==> src/rtl/parity_rx.sv <==
// parity_rx: serial frame deframer (start, LSB-first data, parity, stop) with error flags and saturating error count
module parity_rx #(
    parameter int DATA_W = 4,
    parameter int ODD    = 0,
    parameter int CNT_W  = 8
) (
    input  logic              clk,
    input  logic              n_rst,
    input  logic              rx_in,
    input  logic              clr_err,
    output logic [DATA_W-1:0] data_out,
    output logic              valid,
    output logic              parity_err,
    output logic              frame_err,
    output logic              busy,
    output logic [CNT_W-1:0]  err_cnt
);
    localparam int BW = $clog2(DATA_W) + 1;
    typedef enum logic [1:0] {IDLE, DATA, PARITY, STOP} state_t;
    state_t            state, state_nx;
    logic [BW-1:0]     bit_cnt;
    logic [DATA_W-1:0] shift;
    logic              rx_par, par_bad, done;
    always_comb begin
        state_nx = state == IDLE   ? (rx_in ? IDLE : DATA) :
                   state == DATA   ? (bit_cnt == BW'(DATA_W - 1) ? PARITY : DATA) :
                   state == PARITY ? STOP : IDLE;
        done     = state == STOP;
        par_bad  = rx_par != ((^shift) ^ (ODD != 0));
    end
    assign busy = state != IDLE;
    always_ff @(posedge clk or negedge n_rst) begin
        if (!n_rst) begin
            state      <= IDLE;
            bit_cnt    <= '0;
            shift      <= '0;
            rx_par     <= 1'b0;
            data_out   <= '0;
            valid      <= 1'b0;
            parity_err <= 1'b0;
            frame_err  <= 1'b0;
            err_cnt    <= '0;
        end else begin
            state   <= state_nx;
            valid   <= done;
            bit_cnt <= state == DATA ? bit_cnt + 1'b1 : '0;
            // LSB arrives first, so after DATA_W shifts it has moved down to bit 0
            if (state == DATA)
                shift <= DATA_W'({rx_in, shift} >> 1);
            if (state == PARITY)
                rx_par <= rx_in;
            if (done) begin
                data_out   <= shift;
                parity_err <= par_bad;
                frame_err  <= !rx_in;
            end
            if (clr_err)
                err_cnt <= '0;
            else if (done && (par_bad || !rx_in) && err_cnt != '1)
                err_cnt <= err_cnt + 1'b1;
        end
    end
endmodule

==> config.mk <==
export PLATFORM = sky130hd
export DESIGN_NAME = parity_rx
export DESIGN_NICKNAME = d
export VERILOG_FILES = /design/src/rtl/parity_rx.sv
export SDC_FILE = /design/constraint.sdc
export NUM_CORES = 1
export LEC_CHECK = 0
export ABC_CLOCK_PERIOD_IN_PS = 3340
export BUFFER_PORTS_ARGS = -buffer_cell sky130_fd_sc_hd__buf_2
export CORE_MARGIN = 4
export CORE_UTILIZATION = 59
export DETAILED_ROUTE_END_ITERATION = 6
export PLACE_DENSITY = 0.91
export SYNTH_ARGS = -nofsm -noshare
export SYNTH_HDL_FRONTEND = slang
export SYNTH_SLANG_ARGS = --single-unit
==> constraint.sdc <==
create_clock -name clk -period 3.34 [get_ports clk]
set_clock_uncertainty 0.1 [all_clocks]
set_input_delay 0.334 -clock clk [delete_from_list [all_inputs] [get_ports clk]]
set_output_delay 0.334 -clock clk [all_outputs]
set_load 0.05 [all_outputs]
### After elaboration in Yosys (flattened, before gate mapping)

Cells that the tools add are included.

* $add $sub $neg: 2
* multiplexer cells: 8
* reduce and logical (&&, ||, !) cells: 8
* equal/unequal tests: 6

Operators by type and width (count)
* $mux W8: 2
* $add A8 B1 Y8 const B: 1
* $mux W2: 4
* $ne A8 B8 Y1 const B: 1
* $eq A2 B2 Y1 const B: 2
* $reduce_bool A2 Y1: 2
* $reduce_xor A4 Y1: 1
* $add A3 B1 Y3 const B: 1
* $eq A3 B2 Y1 const B: 1
* $mux W3: 1
* $eq A2 B1 Y1 const B: 1
* $logic_and A1 B1 Y1: 2
* $logic_not A2 Y1: 1
* $logic_not A1 Y1: 1
* $logic_or A1 B1 Y1: 1
* $mux W1: 1
* $ne A1 B1 Y1: 1

* word-level logic and storage cells: 33
* bits in registers: 25
* bits of input ports: 4

### Logic depth before layout (Yosys ltp)

Gate-level depths: netlist (run 1).

* depth after elaboration: 7
* gate-level depth with buffers: 5

### Least setup slack after synthesis (run 1)

OpenSTA, ideal clock, no wires.

* path type: register to register
* start: reg err_cnt[0]
* end: reg err_cnt[5]
* data required time: 3112 ps
* arrival: 1724 ps
* period minus slack after synthesis: 1952 ps
* cell stages (with the launch flop): 6
* slack: 1388 ps
* cells stage by stage: dfrtp_1 > ha_1 > nand3_1 > o21ai_2 > a2111oi_4 > mux2_1

* cells in the longest elaborated chain, start to end: 3
* elaborated cells between the ends (all ways): 6
* those cells by class: add/sub (1); eq/ne (1); mux (2); reduce/logical (2)

Ends and longest elaborated chain
* start: declaration: line 16 `output logic [CNT_W-1:0] err_cnt`
* start signal: assignment: line 60 `err_cnt <= err_cnt + 1'b1;`
* $add A8 B1 Y8 or $ne A8 B8 Y1 (tied branches): line 60, 59
* $mux W8 or $logic_and A1 B1 Y1 (tied branches): line 59 `else if (done && (par_bad || !rx_in) && err_cnt != '1)`
* $mux W8 or $reduce_bool A2 Y1 (tied branches)

Several ways; a longest one is shown, not always the timed one. The select of a mux whose other input is x is not followed.
A chain may end at the register's enable or synchronous reset.

### Worst setup path in the final report (run 1)

* start: reg shift[1]
* end: reg err_cnt[7]

* cells in the longest elaborated chain, start to end: 6

Ends and longest elaborated chain
* start: declaration: line 22 `logic [DATA_W-1:0] shift;`
* start signal: assignment: line 49 `shift <= DATA_W'({rx_in, shift} >> 1);`
* $reduce_xor A4 Y1: line 29 `par_bad = rx_par != ((^shift) ^ (ODD != 0));`
* $ne A1 B1 Y1: line 29
* $logic_or A1 B1 Y1: line 59
* $logic_and A1 B1 Y1 (2 in series): line 59
* $reduce_bool A2 Y1 (no source line)

No other way between the ends.

==> results summary, run 1 <==
The run finished with clean final reports. The number of placement rows came out at 16. The die outline width came out at 54.7 um.

The average size of a mapped cell is 12.4 um2. The largest buffer count on any clock path is 2. The last weighted congestion value of the routability-driven placer is 0.766.

The I/O pin count came out at 20. Timing would allow up to 481 MHz. The DRC violation count after routing is 0.

The library cells used most frequently in the layout, excluding fill and tap cells, are dfrtp_1, buf_2, nor2_1, mux2_2, nor2b_1. The beginning of the worst hold path is bit_cnt[0]$_DFF_PN0_. The maximum single-stage delay on the critical path came out at 0.49 ns. TritonCTS built the clock tree. Synthesis produced a netlist with a net count of 111. The worst setup path is launched from a flip-flop. The mux share of post-synthesis cell area came out at 0.156. The average wire length per cell after detail routing is 14.3 um.

The worst endpoint required time is 3.45 ns. The commonest non-fill, non-tap cell in the layout is dfrtp_1. The number of nets in the finished design came out at 132. The adder and majority gate portion of the synthesized area came out at 0.0291.

Counting the buffers created by CTS gives 3. The power after layout is 0.00136 W. The number of global-route vias before repair is 888. The final count of pins violating max slew came to 0. The total of max-cap violations is 0. The effective utilization at floorplan came out at 0.637. In this run the standard cell core region covers 2020 um2. The timing startpoint of the critical path is shift[1]$_DFFE_PN0P_. Input and output buffers added on the ports amount to 19. The sum of routed wire length over all layers came out at 2170 um. The path class of the lowest-slack min-delay path is reg -> reg. Buffers inserted to repair hold after CTS numbered 1. The die covers 3000 um2. Setup violations remaining at the end of the flow were counted as 0. The setup TNS after final layout came out at 0 ns. The worst pin sits at a relative slew slack of 0.567. The clock transition at the registers of the reported paths is 0.13 ns. The final critical-path required period came out at 2.08 ns. The area fraction in compound gates after synthesis came out at 0.118.

After the first detailed-routing iteration, the DRC count stood at 8. In the synthesized netlist the dominant register cell turns out to be dfrtp_1. The clock insertion delay at the later pin of the skew report came out at 0.31 ns. Across the VDD grid, the largest voltage drop is 686 uV. At the pin with the least slew margin, the transition time is 0.647 ns. The H-tree depth reported by CTS is 1.

The power per cell area came out at 946 nW/um2. The vertical die dimension is 54.7 um. The maximum number of pins on one net before global-route repair is 26. After synthesis, the largest family of logic cells by area is multiplexers.

The first-pass iteration count of the detailed router is 4. The number of flops mapped to enable cells by yosys is 0. The post-synthesis xor/xnor area fraction came out at 0.0524. The leakage power figure came out at 0.666 nW. The residual antenna-violating net count after detailed routing came out at 0. The number of sinks on the clock net is 25. The area of the mapped netlist came out at 1290 um2. Traced cell by cell, the critical path runs through xnor3_2, xnor2_4, a2111oi_4, mux2_4. Data arrives at the worst endpoint at 2.18 ns. The final count of hold timing violations is 0. The quantity of gates resized following cts came out at 0. After global routing the overflow that remains totals 0. The maximum fanout count along the critical path came out at 8. For this run, the total global-route usage over all layers was measured as 0.181. The total of flip-flops plus latches after synthesis is 25. The fraction of final layout cells with drive strength greater than 1 came out at 0.347.

The clock root buffer master is clkbuf_4. The number of distinct library cell variants in the gate-level netlist after synthesis is 27. The synthesized-area fraction occupied by and/or/nand/nor cells is 0.130. The start-to-end type of the worst setup path is reg -> reg.

The share of the clock period used by the worst path after layout is 0.622. STA classifies the critical path endpoint as a flip-flop. The initial antenna violation count is 0. The global-route wire length before repair is 3840 um. The detailed placer's ending HPWL is 1550 um. The startpoint identified for the worst register-to-register timing path is shift[1]$_DFFE_PN0P_. The proportion of synthesized flip-flops having asynchronous set or reset came out at 1.00. The warning count from the yosys run came out at 0.

The routed via count divided by cell count is 5.56. 0 antenna diodes ended up in the layout. The part of the Yosys area used for sequential elements came out at 0.485. The detailed-route via count is 840. Setup repair after global routing left no endpoint under its margin. The area added between synthesis and finish is 11.5%. After technology mapping, the gate count stands at 104.

The slowest stage of the critical path is the xnor3_2 cell. The setup fix buffers added after clock tree synthesis is 0.
[through the flow]
stage | hold slack (ns) | std cells | area [um2] | util | setup slack (ns)
6_report | 0.339 | 151 | 1440 | 0.710 | 1.26
5_1_grt | 0.340 | 151 | 1440 | 0.710 | 1.21
4_1_cts | 0.331 | 151 | 1440 | 0.710 | 1.26
3_5_place_dp | 0.252 | 146 | 1400 | 0.692 | 1.31
3_3_place_gp | 0.244 | 146 | 1400 | 0.692 | 1.36
2_1_floorplan | -0.0616 | 104 | 1290 | - | 1.39
[final cells by class]
class	count	area, um2
Multi-Input combinational cell	70	627
Sequential cell	25	626
Fill cell	154	586
Timing Repair Buffer	20	105
Tap cell	27	33.8
Clock buffer	4	26.3
Inverter	5	18.8
[cells in the mapped netlist (3+ instances only)]
cell	number	area, um2
o21ai_0	3	15.0
nand2_1	6	22.5
ha_1	3	37.5
mux2_1	4	45.0
nor2_1	11	41.3
dfrtp_1	25	626
nand2b_1	4	25.0
mux2_2	9	101
a211oi_1	3	22.5
mux2_4	3	45.0
nor2b_1	7	43.8
a2111oi_4	3	82.6
inv_1	5	18.8
[registers in the layout, indices dropped and copies added, names as in the netlist]
signal      count
err_cnt         8
parity_err      1
rx_par          1
bit_cnt         3
shift           4
frame_err       1
state           2
valid           1
data_out        4
[where the power goes]
part           switching, W  leakage [nW]  internal, W
clock             0.0000846        0.0150    0.0000466
combinational      0.000477         0.333     0.000272
sequential        0.0000733         0.318     0.000406
total              0.000635         0.666     0.000724
[critical path, delay by kind of cell (launching register included)]
kind / cells / cell delay [ns]
AOI/OAI and AO/OA: 1 / 0.42
DFF: 1 / 0.42
muxes: 1 / 0.33
xor gates and xnor gates: 2 / 0.71
[worst paths after layout]
kind | endpoint | slack (ns) | cells past startpoint
min | bit_cnt[0]$_DFF_PN0_ | 0.34 | 1
max in group asynchronous | bit_cnt[0]$_DFF_PN0_ | 2.35 | 2
max | err_cnt[7]$_DFFE_PN0P_ | 1.26 | 4
min reg2reg | bit_cnt[0]$_DFF_PN0_ | 0.34 | 1
min in group asynchronous | err_cnt[0]$_DFFE_PN0P_ | 0.42 | 2
max reg2reg | err_cnt[7]$_DFFE_PN0P_ | 1.26 | 4
[per-layer routing]
metal | vias to the layer above | track usage | wire, um
li1 | 402 | - | -
met1 | 412 | 0.204 | 891
met2 | 24 | 0.321 | 1120
met3 | 2 | 0.0300 | 135
met4 | 0 | 0.0996 | 21
met5 | - | 0 | 0
[cells by family after synthesis]
family,count (synthesis)
buf+inv,9
compound gates,13
simple gates,34
xor+xnor,3
fa+ha+maj,3
mux,17
flops,25
No activity file was read; power rests on OpenSTA's default activity.
==> inputs of run 2 (changes only) <==
- ABC_CLOCK_PERIOD_IN_PS: 3340 -> 1900
- CORE_UTILIZATION: 59 -> 49
- PLACE_DENSITY: 0.91 -> 0.82
- clock period: 3.34 -> 1.9 ns (I/O delays scaled with it)
==> results summary, run 2 (same netlist as run 1, synthesis figures left out) <==
The average wire length per cell after detail routing came out at 15.2 um. The register with the most flip-flops in the layout has 8 of them. The largest registers in the layout are err_cnt: 8 flops, data_out: 4 flops, shift: 4 flops. Counting instances, the worst hold path has a depth of 3. The reported net switching power came out at 0.00118 W.

The initial antenna violation count came out at 0. The detail route stage leaves a number of antenna-violating nets equal to 0. The largest buffer count on any clock path is 2.

The clock transition at the registers of the reported paths is 0.14 ns. The clock insertion delay at the later pin of the skew report came out at 0.32 ns. The congestion estimate from routability-driven global placement came to 0.765. The die is 59.3 um tall.

The slowest stage of the critical path belongs to the cell dfrtp_1. The final count of pins violating max slew is 0. STA classifies the critical path startpoint as a flip-flop. After global routing the overflow that remains totals 0. The checks that failed: setup timing. TritonCTS created 3 clock buffers. Measured along the x axis, the die boundary spans 59.3 um. The count of routing violations after the opening detailed-route iteration came out at 25. The flow ran to the end, but the final reports show violations. The fraction of final layout cells with drive strength greater than 1 is 0.423. The placement-stage worst setup slack came out at -0.104 ns. The number of placement rows is 18.

TritonCTS built the clock tree. At the pin with the least slew margin, the transition time is 0.555 ns. The global router's overall resource usage came out at 0.151. The DRC violation count after routing is 0.

The share of the clock period used by the worst path after layout is 1.04. Clock tree synthesis found a total of 25 sinks. The tree is rooted in a clkbuf_4. The combinational fraction of design power is 0.577. The logic depth of the worst path, buffers included came out at 4. The number of nets in the finished design came out at 138. The data arrival time of the critical path is 2.10 ns. The worst hold path belongs to the class in -> reg. After layout, the minimum clock period comes to 1.98 ns.

STA classifies the critical path endpoint as a flip-flop. The global-route wire length before repair came out at 4040 um. The final standard cell area without fillers came out at 1510 um2. The setup TNS after final layout came out at -0.368 ns. The multi-input combinational cells in the finished layout cover a total of 643 um2. The power per cell area is 1690 nW/um2.

The routed via count divided by cell count is 5.46. The maximum vdd drop is 1310 uV. Summed over all layers, the routed wires come to 2430 um. The register share of total power came out at 0.328. The worst max-slew margin expressed relative to the limit came out at 0.630.

The kind of cell adding the most delay to the critical path is XOR/XNOR gates. The flip-flop and latch area is 631 um2. Across the run, the number of max-cap violations was 0. The commonest non-fill, non-tap cell in the layout is dfrtp_1. On the final layout, the worst hold slack is 0.224 ns.

The final core area utilization is 0.603. The detailed placer's ending HPWL came out at 1720 um. The core area is 2500 um2. The count of buffers from port buffering came out at 19. The placement-stage cell area came out at 1440 um2. The layout filler cell count came out at 212.

The depth of the worst register-to-register path came out at 4. The total inserted antenna cells came out at 0. The detailed-route via count is 873. The first-pass iteration count of the detailed router is 4.

The number of failing setup endpoints in the final timing report is 7. The top achievable clock speed came out at 504 MHz. The number of global-route vias before repair is 907.

CTS built an H-tree with a depth of 1. The library cells used most frequently in the layout, excluding fill and tap cells, are dfrtp_1, buf_2, nor2_1, mux2_2, nor2b_1. The leakage power figure came out at 0.687 nW.

The signal on the critical path passes through xnor3_2, xnor2_4, a2111oi_4, mux2_4. For this configuration, the core starts out at a cell density of 0.516. Setup repair after global routing could not meet its margin everywhere.

The critical path in this run is classified as reg -> reg. The die covers 3510 um2. The maximum number of pins on one net before global-route repair is 26.

Counting both buffers and inverters, the worst setup path holds a total of 0. The I/O pin count is 20. The final count of hold timing violations is 0. The worst endpoint required time came out at 2.02 ns. The top register by number of flip-flops is err_cnt. The area added between synthesis and finish is 16.9%.

The share of power burned in the clock network came out at 0.095. Of the total power, the share spent switching nets is 0.463. After layout, the worst setup slack is -0.0843 ns. The internal power is 0.00137 W.

The maximum fanout count along the critical path came out at 8. The maximum single-stage delay on the critical path came out at 0.43 ns.
## run 2: layout make-up
type | instances | area share
Multi-Input combinational cell | 70 | 0.427
Sequential cell | 25 | 0.419
Timing Repair Buffer | 26 | 0.0997
Tap cell | 30 | 0.0249
Clock buffer | 4 | 0.0174
Inverter | 5 | 0.0125
## run 2: power groups by stage
stage | clock [W] | sequential [W] | combinational (W)
2_1_floorplan | 0 | 0.00110 | 0.000861
3_3_place_gp | 0 | 0.000834 | 0.00135
3_5_place_dp | 0 | 0.000856 | 0.00140
4_1_cts | 0.000250 | 0.000839 | 0.00144
5_1_grt | 0.000264 | 0.000864 | 0.00156
6_report | 0.000241 | 0.000836 | 0.00147
## run 2: path summary, 6_finish.rpt
kind	start	endpoint	slack [ns]
max	shift[3]$_DFFE_PN0P_	err_cnt[7]$_DFFE_PN0P_	-0.08
min	clr_err	err_cnt[4]$_DFFE_PN0P_	0.22
max reg2reg	shift[3]$_DFFE_PN0P_	err_cnt[7]$_DFFE_PN0P_	-0.08
min reg2reg	bit_cnt[0]$_DFF_PN0_	bit_cnt[0]$_DFF_PN0_	0.35
max in group asynchronous	n_rst	err_cnt[1]$_DFFE_PN0P_	1.03
min in group asynchronous	n_rst	err_cnt[5]$_DFFE_PN0P_	0.27
## run 2: metrics by stage
stage | total power (W) | cells
final | 0.00255 | 160
after global routing | 0.00269 | 160
after CTS | 0.00253 | 159
after detailed placement | 0.00225 | 153
after global placement | 0.00219 | 153
after floorplan | 0.00197 | 104
## run 2: metal layers
layer,wire (um),GRT usage,vias up
met5,0,0,-
met1,1060,0.181,439
met4,26,0.0485,0
met2,1230,0.273,22
met3,123,0.0218,2
li1,-,-,410
## run 2: worst min-delay path: cells and delay by family
family / cells / cell delay [ns]
mux: 1 / 0.13
buf+inv: 1 / 0.19
simple gates: 1 / 0.11
## run 2: what timing repair did
item                       in CTS  in global routing
setup buffers                   1                  1
gates resized for setup         2                  1
pin swaps                       4                  2
setup endpoints to repair       7                  8
hold endpoints to repair       25                  0
hold buffers                    1                  0
